==> src/rtl/security_event_controller.sv <==
// Security event sequencer: latches sensor/zone/lockout events, reports them one at a
// time over a req/ack channel, and manages the access-code lockout and calamity outputs.
module security_event_controller #(
    parameter int ACK_TIMEOUT = 15,
    parameter int MAX_FAIL    = 3,
    parameter int LOCK_CYCLES = 64
) (
    input  logic       clk,
    input  logic       rst,
    input  logic       fire,
    input  logic       quake,
    input  logic [3:0] zone_req,
    input  logic       code_valid,
    input  logic       code_match,
    input  logic       srv_ack,
    output logic       srv_req,
    output logic [2:0] srv_event,
    output logic       alarm,
    output logic       exit_open,
    output logic       door_unlock,
    output logic       locked,
    output logic       retry_err
);

    localparam int TMO_W  = $clog2(ACK_TIMEOUT + 1);
    localparam int FAIL_W = $clog2(MAX_FAIL + 1);
    localparam int LOCK_W = $clog2(LOCK_CYCLES + 1);

    localparam logic [TMO_W-1:0]  TMO_LAST  = TMO_W'(ACK_TIMEOUT - 1);
    localparam logic [FAIL_W-1:0] FAIL_LAST = FAIL_W'(MAX_FAIL - 1);
    localparam logic [LOCK_W-1:0] LOCK_INIT = LOCK_W'(LOCK_CYCLES);
    localparam logic [LOCK_W-1:0] LOCK_ONE  = LOCK_W'(1);

    localparam int EV_FIRE  = 4;
    localparam int EV_QUAKE = 5;

    typedef enum logic [1:0] {
        S_IDLE = 2'd0,
        S_REQ  = 2'd1,
        S_GAP  = 2'd2
    } state_t;

    state_t            state_q;
    logic              srv_req_q;
    logic [2:0]        srv_event_q;
    logic [TMO_W-1:0]  tmo_cnt_q;
    logic [1:0]        rr_ptr_q;
    logic              retry_err_q;

    logic [5:0]        prev_q;
    logic [5:0]        src_now;
    logic [5:0]        rise;
    logic [6:0]        pend_q;
    logic [6:0]        pend_d;
    logic [6:0]        set_vec;
    logic [6:0]        clr_vec;
    logic              ack_take;

    logic [FAIL_W-1:0] fail_cnt_q;
    logic [LOCK_W-1:0] lock_cnt_q;
    logic              locked_q;
    logic              door_unlock_q;
    logic              lock_set;

    logic [2:0]        sel_code;
    logic              sel_any;
    logic [3:0]        zone_pend;

    // Source order matches event codes: zones 0-3, fire 4, quake 5.
    assign src_now = {quake, fire, zone_req};

    generate
        for (genvar gi = 0; gi < 6; gi++) begin : g_rise
            assign rise[gi] = src_now[gi] & ~prev_q[gi];
        end
    endgenerate

    assign ack_take = (state_q == S_REQ) && srv_ack;
    assign lock_set = code_valid && !locked_q && !code_match && (fail_cnt_q == FAIL_LAST);
    assign set_vec  = {lock_set, rise};

    generate
        for (genvar gi = 0; gi < 7; gi++) begin : g_clr
            assign clr_vec[gi] = ack_take && (srv_event_q == 3'(gi));
        end
    endgenerate

    // A fresh rise on the edge that acks the same source keeps it pending.
    assign pend_d = (pend_q & ~clr_vec) | set_vec;

    always_ff @(posedge clk or posedge rst) begin
        if (rst) begin
            prev_q <= '0;
            pend_q <= '0;
        end else begin
            prev_q <= src_now;
            pend_q <= pend_d;
        end
    end

    assign zone_pend = pend_q[3:0];
    assign sel_any   = |pend_q;

    always_comb begin
        logic [1:0] zi;
        zi       = 2'd0;
        sel_code = 3'd0;
        if (pend_q[EV_QUAKE]) begin
            sel_code = 3'd5;
        end else if (pend_q[EV_FIRE]) begin
            sel_code = 3'd4;
        end else if (pend_q[6]) begin
            sel_code = 3'd6;
        end else begin
            // Descending scan so the zone closest to rr_ptr wins.
            for (int k = 3; k >= 0; k--) begin
                zi = rr_ptr_q + 2'(k);
                if (zone_pend[zi]) begin
                    sel_code = {1'b0, zi};
                end
            end
        end
    end

    always_ff @(posedge clk or posedge rst) begin
        if (rst) begin
            state_q     <= S_IDLE;
            srv_req_q   <= 1'b0;
            srv_event_q <= 3'd0;
            tmo_cnt_q   <= '0;
            rr_ptr_q    <= 2'd0;
            retry_err_q <= 1'b0;
        end else begin
            case (state_q)
                S_IDLE, S_GAP: begin
                    if (sel_any) begin
                        state_q     <= S_REQ;
                        srv_req_q   <= 1'b1;
                        srv_event_q <= sel_code;
                        tmo_cnt_q   <= '0;
                    end else begin
                        state_q <= S_IDLE;
                    end
                end
                S_REQ: begin
                    if (srv_ack || (tmo_cnt_q == TMO_LAST)) begin
                        state_q     <= S_GAP;
                        srv_req_q   <= 1'b0;
                        retry_err_q <= !srv_ack;
                        if (!srv_event_q[2]) begin
                            rr_ptr_q <= srv_event_q[1:0] + 2'd1;
                        end
                    end else begin
                        tmo_cnt_q <= tmo_cnt_q + 1'b1;
                    end
                end
                default: begin
                    state_q   <= S_IDLE;
                    srv_req_q <= 1'b0;
                end
            endcase
        end
    end

    always_ff @(posedge clk or posedge rst) begin
        if (rst) begin
            fail_cnt_q    <= '0;
            lock_cnt_q    <= '0;
            locked_q      <= 1'b0;
            door_unlock_q <= 1'b0;
        end else begin
            door_unlock_q <= 1'b0;
            if (locked_q) begin
                lock_cnt_q <= lock_cnt_q - 1'b1;
                if (lock_cnt_q == LOCK_ONE) begin
                    locked_q <= 1'b0;
                end
            end else if (code_valid) begin
                if (code_match) begin
                    door_unlock_q <= 1'b1;
                    fail_cnt_q    <= '0;
                end else if (fail_cnt_q == FAIL_LAST) begin
                    fail_cnt_q <= '0;
                    locked_q   <= 1'b1;
                    lock_cnt_q <= LOCK_INIT;
                end else begin
                    fail_cnt_q <= fail_cnt_q + 1'b1;
                end
            end
        end
    end

    // Alarm holds while either sensor is high or a calamity event is still unacknowledged.
    assign alarm       = prev_q[EV_FIRE] | prev_q[EV_QUAKE] | pend_q[EV_FIRE] | pend_q[EV_QUAKE];
    assign exit_open   = alarm;
    assign srv_req     = srv_req_q;
    assign srv_event   = srv_event_q;
    assign door_unlock = door_unlock_q;
    assign locked      = locked_q;
    assign retry_err   = retry_err_q;

endmodule
==> config.mk <==
export PLATFORM = sky130hd
export DESIGN_NAME = security_event_controller
export DESIGN_NICKNAME = d
export VERILOG_FILES = /design/src/rtl/security_event_controller.sv
export SDC_FILE = /design/constraint.sdc
export NUM_CORES = 1
export LEC_CHECK = 0
export CAP_MARGIN = 10
export CORE_MARGIN = 5
export CORE_UTILIZATION = 40
export DETAILED_ROUTE_END_ITERATION = 7
export MAX_ROUTING_LAYER = met4
export PLACE_DENSITY = 0.73
export SLEW_MARGIN = 10
export SYNTH_ARGS = -nofsm -noshare
export SYNTH_HDL_FRONTEND = slang
export SYNTH_SLANG_ARGS = --single-unit
==> constraint.sdc <==
create_clock -name clk -period 1.4 [get_ports clk]
set_input_delay 0.14 -clock clk [delete_from_list [all_inputs] [get_ports clk]]
set_output_delay 0.14 -clock clk [all_outputs]
set_load 0.05 [all_outputs]
**Word-level counts from Yosys, hierarchy flattened**

Cells that the tools add are included.

- Register bits after elaboration: 37
- Bits of input ports: 11
- Output and inout bits: 9
- Logic and storage cells: 125

- Add/sub/neg operators: 7
- Order comparisons: 4
- Eq/ne operators: 15
- Mux-type cells: 38
- Bitwise logic cells: 20
- Reductions and logical operators: 29

Operator list:

| operator | count |
|---|---|
| $mux 7 | 4 |
| $mux 3 | 6 |
| $mux 1 | 15 |
| $lt 2x3->1 const B | 4 |
| $logic_and 1x1->1 | 11 |
| $eq 3x3->1 const B | 3 |
| $reduce_and 3->1 | 3 |
| $bmux 1 s2 | 4 |
| $mux 2 | 4 |
| $mux 4 | 2 |
| $not 1->1 | 8 |
| $pmux 4 s2 | 1 |
| $reduce_and 2->1 | 4 |
| $and 7x7->7 | 1 |
| $eq 7x1->1 const B | 1 |
| $not 7->7 | 1 |
| $or 7x7->7 | 1 |
| $reduce_or 7->1 | 1 |
| $sub 7x1->7 const B | 1 |
| $add 2x1->2 const B | 3 |
| $and 1x1->1 | 6 |
| $eq 3x2->1 const B | 2 |
| $reduce_bool 2->1 | 3 |
| $add 2x2->2 const B | 2 |
| other kinds (15) | 22 |

**Depth between registers and ports, before layout**

- Depth after elaboration: 10
- Depth in mapped cells: 6
- Mapped depth without buffers: 6

**Least setup slack after synthesis**

OpenSTA, ideal clock, no wires.

- Path type: register to register
- Start point: register locked_q (netlist: locked)
- End point: register lock_cnt_q[5]
- Library setup time: 0.134 ns
- Data arrival time: 1.582 ns
- Required time: 1.266 ns
- Setup slack: -0.316 ns
- Cell stages (with the launch flop): 5
- Clock period less this slack: 1.716 ns
- Cells stage by stage: dfrtp_1 inv_1 or4_4 o311ai_2 o41ai_1

- Longest elaborated chain between the ends: 2
- Elaborated cells on any way between the ends: 5
- Those cells by class: 1 x eq/ne; 1 x mux; 3 x reduce/logical

RTL lines:

| what | RTL line | text |
|---|---|---|
| from (decl) | 61 | `logic locked_q;` |
| from (signal assigned) | 169 | `locked_q <= 1'b0;` |
| from (signal assigned) | 176 | `locked_q <= 1'b0;` |
| from (signal assigned) | 184 | `locked_q <= 1'b1;` |
| $ne 2x1->1 (no source line) / $reduce_bool 2->1 (equally long branches) | - |  |
| $reduce_and 3->1 (no source line) | - |  |
| to (signal assigned) | 174 | `lock_cnt_q <= lock_cnt_q - 1'b1;` |
| to (decl) | 60 | `logic [LOCK_W-1:0] lock_cnt_q;` |

Several ways; a longest one is shown, not always the timed one.
A chain may end at the register's enable or synchronous reset.

**Final worst setup path**

- Start point: register prev_q[4]
- End point: output alarm

- Longest elaborated chain between the ends: 3

RTL lines:

| what | RTL line | text |
|---|---|---|
| from (decl) | 50 | `logic [5:0] prev_q;` |
| from (signal assigned) | 96 | `prev_q <= src_now;` |
| $or 1x1->1 (3 in series) | 194 | `assign alarm = prev_q[EV_FIRE] \| prev_q[EV_QUAKE] \| pend_q[EV_FIRE] \| pend_q[EV_QUAKE];` |
| to (decl) | 18 | `output logic alarm,` |

Every way passes these cells.

==> impl_metrics.env <==
export IMPL_r2r_slack_ns=-0.05
export IMPL_skew_ns=0.005602
export IMPL_min_period_ns=1.537
export IMPL_setup_violations=4
export IMPL_intPower_mw=3.252
export IMPL_finalInstanceArea_mm2=0.002521
export IMPL_postCtsHoldBufs=0
export IMPL_cpPeakStageDelay_ns=0.55
export IMPL_tightest_slew_ns=0.3492
export IMPL_cts_root_buf="clkbuf_8"
export IMPL_maxCapViolations=0
export IMPL_io_buffers=19
export IMPL_dpl_cell_area_mm2=0.002161
export IMPL_yosysWarnings=0
export IMPL_path_buf_inv=1
export IMPL_ys_seq_area_frac=0.5441
export IMPL_preCtsSetupSlack_ns=-0.03498
export IMPL_drtIter0Drc=59
export IMPL_finalCritPeriodShare=1.098
export IMPL_antenna_found_initial=0
export IMPL_route_final_wire_length_mm=4.180
export IMPL_clk_path_buf_depth=2
export IMPL_comb_power_share=0.452
export IMPL_p_clk_frac=0.178
export IMPL_path_clk_slew_ns=0.07
export IMPL_violations="setup timing"
export IMPL_startpoint_type="flop"
export IMPL_path_max_fanout=2
export IMPL_synth_cell_types=43
export IMPL_hold_violations=0
export IMPL_critical_path_class="flop to output port"
export IMPL_initial_core_util=0.4194
export IMPL_postRouteAntennaNets=0
export IMPL_reg2reg_from="lock_cnt_q[0]$_DFFE_PP0P_"
export IMPL_drc=0
export IMPL_leakage_nw=1.128
export IMPL_die_area_mm2=0.005659
export IMPL_holdCritPathClass="primary input to asynchronous set/reset pin"
export IMPL_swShare=0.3894
export IMPL_synth_nets=178
export IMPL_grt_pass1_wl_mm=6.630
export IMPL_rsz0062_at_grt="true"
export IMPL_crit_family="simple AND/OR/NAND/NOR gates"
export IMPL_required_ns=1.26
export IMPL_routed_via_count=1411
export IMPL_cp_end_kind="output port"
export IMPL_die_h_um=75.23
export IMPL_synth_seq_cells=37
export IMPL_htree_levels=2
export IMPL_fp_row_count=23
export IMPL_layout_commonest_cell="dfrtp_1"
export IMPL_timing_final_ws_setup_ns=-0.1368
export IMPL_synthArstFlopShare=1.000
export IMPL_core_mm2=0.004058
export IMPL_crit_slowest_cell="or4_4"
export IMPL_ff2ff_path_depth=3
export IMPL_yosysTopAreaCellShare=0.5441
export IMPL_gp_congestion=0.9243
export IMPL_grt_pass1_vias=1468
export IMPL_finalNetCount=228
export IMPL_synth_cells=159
export IMPL_drive_above_1_share=0.3619
export IMPL_dp_hpwl_mm=2.836
export IMPL_pwr_density_cell_mw_per_mm2=2112
export IMPL_wl_per_cell_um=16.08
export IMPL_synth_main_ff_cell="dfrtp_1"
export IMPL_ir_drop_mv=1.271
export IMPL_crit_chain="or4_4, buf_6"
export IMPL_power_frac_seq=0.370
export IMPL_numCtsBuffers=5
export IMPL_worst_ep_arrival_time_ns=1.40
export IMPL_area_growth_syn_to_layout_pct=48.16
export IMPL_fmax_ghz=0.6507
export IMPL_status="complete, but fails checks"
export IMPL_synth_area_leaders="dfrtp_1, ha_1, a22o_1, o21ai_0, inv_1"
export IMPL_detailedRoute_firstPassIterationCount=4
export IMPL_dieWidth_um=75.23
export IMPL_via_per_inst=5.427
export IMPL_p_switching_mw=2.074
export IMPL_antenna_cells=0
export IMPL_cts_tree="built"
export IMPL_pin_count=20
export IMPL_clock_latency_ns=0.29
export IMPL_r2r_end="lock_cnt_q[5]$_DFFE_PP0P_"
export IMPL_syn_avg_cell_area_um2=10.70
export IMPL_synth_top_area_cell="dfrtp_1"
export IMPL_grt_usage=0.1617
export IMPL_final_cell_mix="dfrtp_1, buf_4, nand2_1, nor2_1, clkdlybuf4s50_1"
export IMPL_synth_area_mm2=0.001702
export IMPL_cts_sinks=37
export IMPL_synth_edf_count=0
export IMPL_slew_headroom=0.7672
export IMPL_slew_violations=0
export IMPL_grt_start_max_net_pins=38
export IMPL_grt_ovfl_total=0
==> cells by family (layout without fill, tap and decap cells) <==
| group | after synthesis | in the layout | share of synthesized area |
|---|---|---|---|
| compound gates | 43 | 43 | 0.1780 |
| xor+xnor | 1 | 1 | 0.005148 |
| simple gates | 53 | 53 | 0.1655 |
| fa+ha+maj | 8 | 8 | 0.05883 |
| flops | 37 | 37 | 0.5441 |
| mux | 2 | 2 | 0.01250 |
| buf+inv | 15 | 66 | 0.03603 |
==> flip-flops by register name (all words and copies together), names as in the netlist, 2 cells and up <==
register / count
fail_cnt_q: 2
lock_cnt_q: 7
pend_q: 7
prev_q: 6
rr_ptr_q: 2
srv_event: 3
state_q: 2
tmo_cnt_q: 4
==> cells in the mapped netlist (2+ instances only) <==
cell	count
nand3b_1	2
nor3_1	4
a21oi_1	6
ha_1	8
nand3_1	7
o21ai_0	11
nor4_1	2
inv_1	13
dfrtp_1	37
nor2_1	10
and3_1	4
a31oi_1	2
a211oi_1	2
nand2_1	13
a21o_1	3
a22o_1	7
nor4b_1	2
==> per-layer routing <==
layer / track usage / share of wire / wire length [um]
met3: 0.04673 / 0.038 / 159
met4: 0.08155 / 0.031 / 129
met5: - / 0 / 0
met2: 0.2708 / 0.53 / 2199
met1: 0.1738 / 0.41 / 1693
==> area by class of cell <==
type                       count  area [um2]
clock buffer                   7       86.33
clock inverter                 1       30.03
fill                         303        1536
inverter                      13       51.30
multi-input combinational    107       890.9
sequential                    37       930.9
tap                           50       62.56
timing repair buffer          45       469.2
==> worst max-delay path by stage <==
stage,start,to,cells past startpoint
after floorplan,locked$_DFF_PP0_,lock_cnt_q[5]$_DFFE_PP0P_,4
after global placement,srv_ack,pend_q[1]$_DFF_PP0_,5
after detailed placement,tmo_cnt_q[0]$_DFFE_PP0P_,tmo_cnt_q[0]$_DFFE_PP0P_,6
after CTS,prev_q[4]$_DFF_PP0_,alarm,2
after global routing,prev_q[4]$_DFF_PP0_,alarm,2
final,prev_q[4]$_DFF_PP0_,alarm,2
==> stage by stage <==
stage	instances	hold slack (ns)	setup TNS, ns	util	total power [mW]
finish	260	0.1930	-0.3530	0.6213	5.325
CTS	255	0.1915	-0.3479	0.5757	4.889
detailed placement	244	0.4509	-0.1553	0.5325	3.825
global placement	244	0.4501	-0.001200	0.5325	3.708
floorplan	159	0.1714	-0.09858	-	2.879
global route	260	0.2381	-0.6527	0.6213	5.653
==> timing repair <==
action / in CTS / in global routing
resized for setup: 9 / 32
setup buffers: 4 / 5
setup endpoints to repair: 9 / 19
pin swaps: 4 / 8
==> power groups by stage <==
stage / combinational (mW) / clock [mW] / sequential (mW)
2_1_floorplan: 0.867 / 0 / 2.01
3_3_place_gp: 1.88 / 0 / 1.83
3_5_place_dp: 1.96 / 0 / 1.87
4_1_cts: 2.05 / 0.979 / 1.86
5_1_grt: 2.62 / 1.02 / 2.02
6_report: 2.41 / 0.948 / 1.97
==> tightest hold or removal path: cells and delay by family <==
kind                   cells  cell delay, ns
buffers and inverters      3            0.71
(Power assumes the default switching activity.)
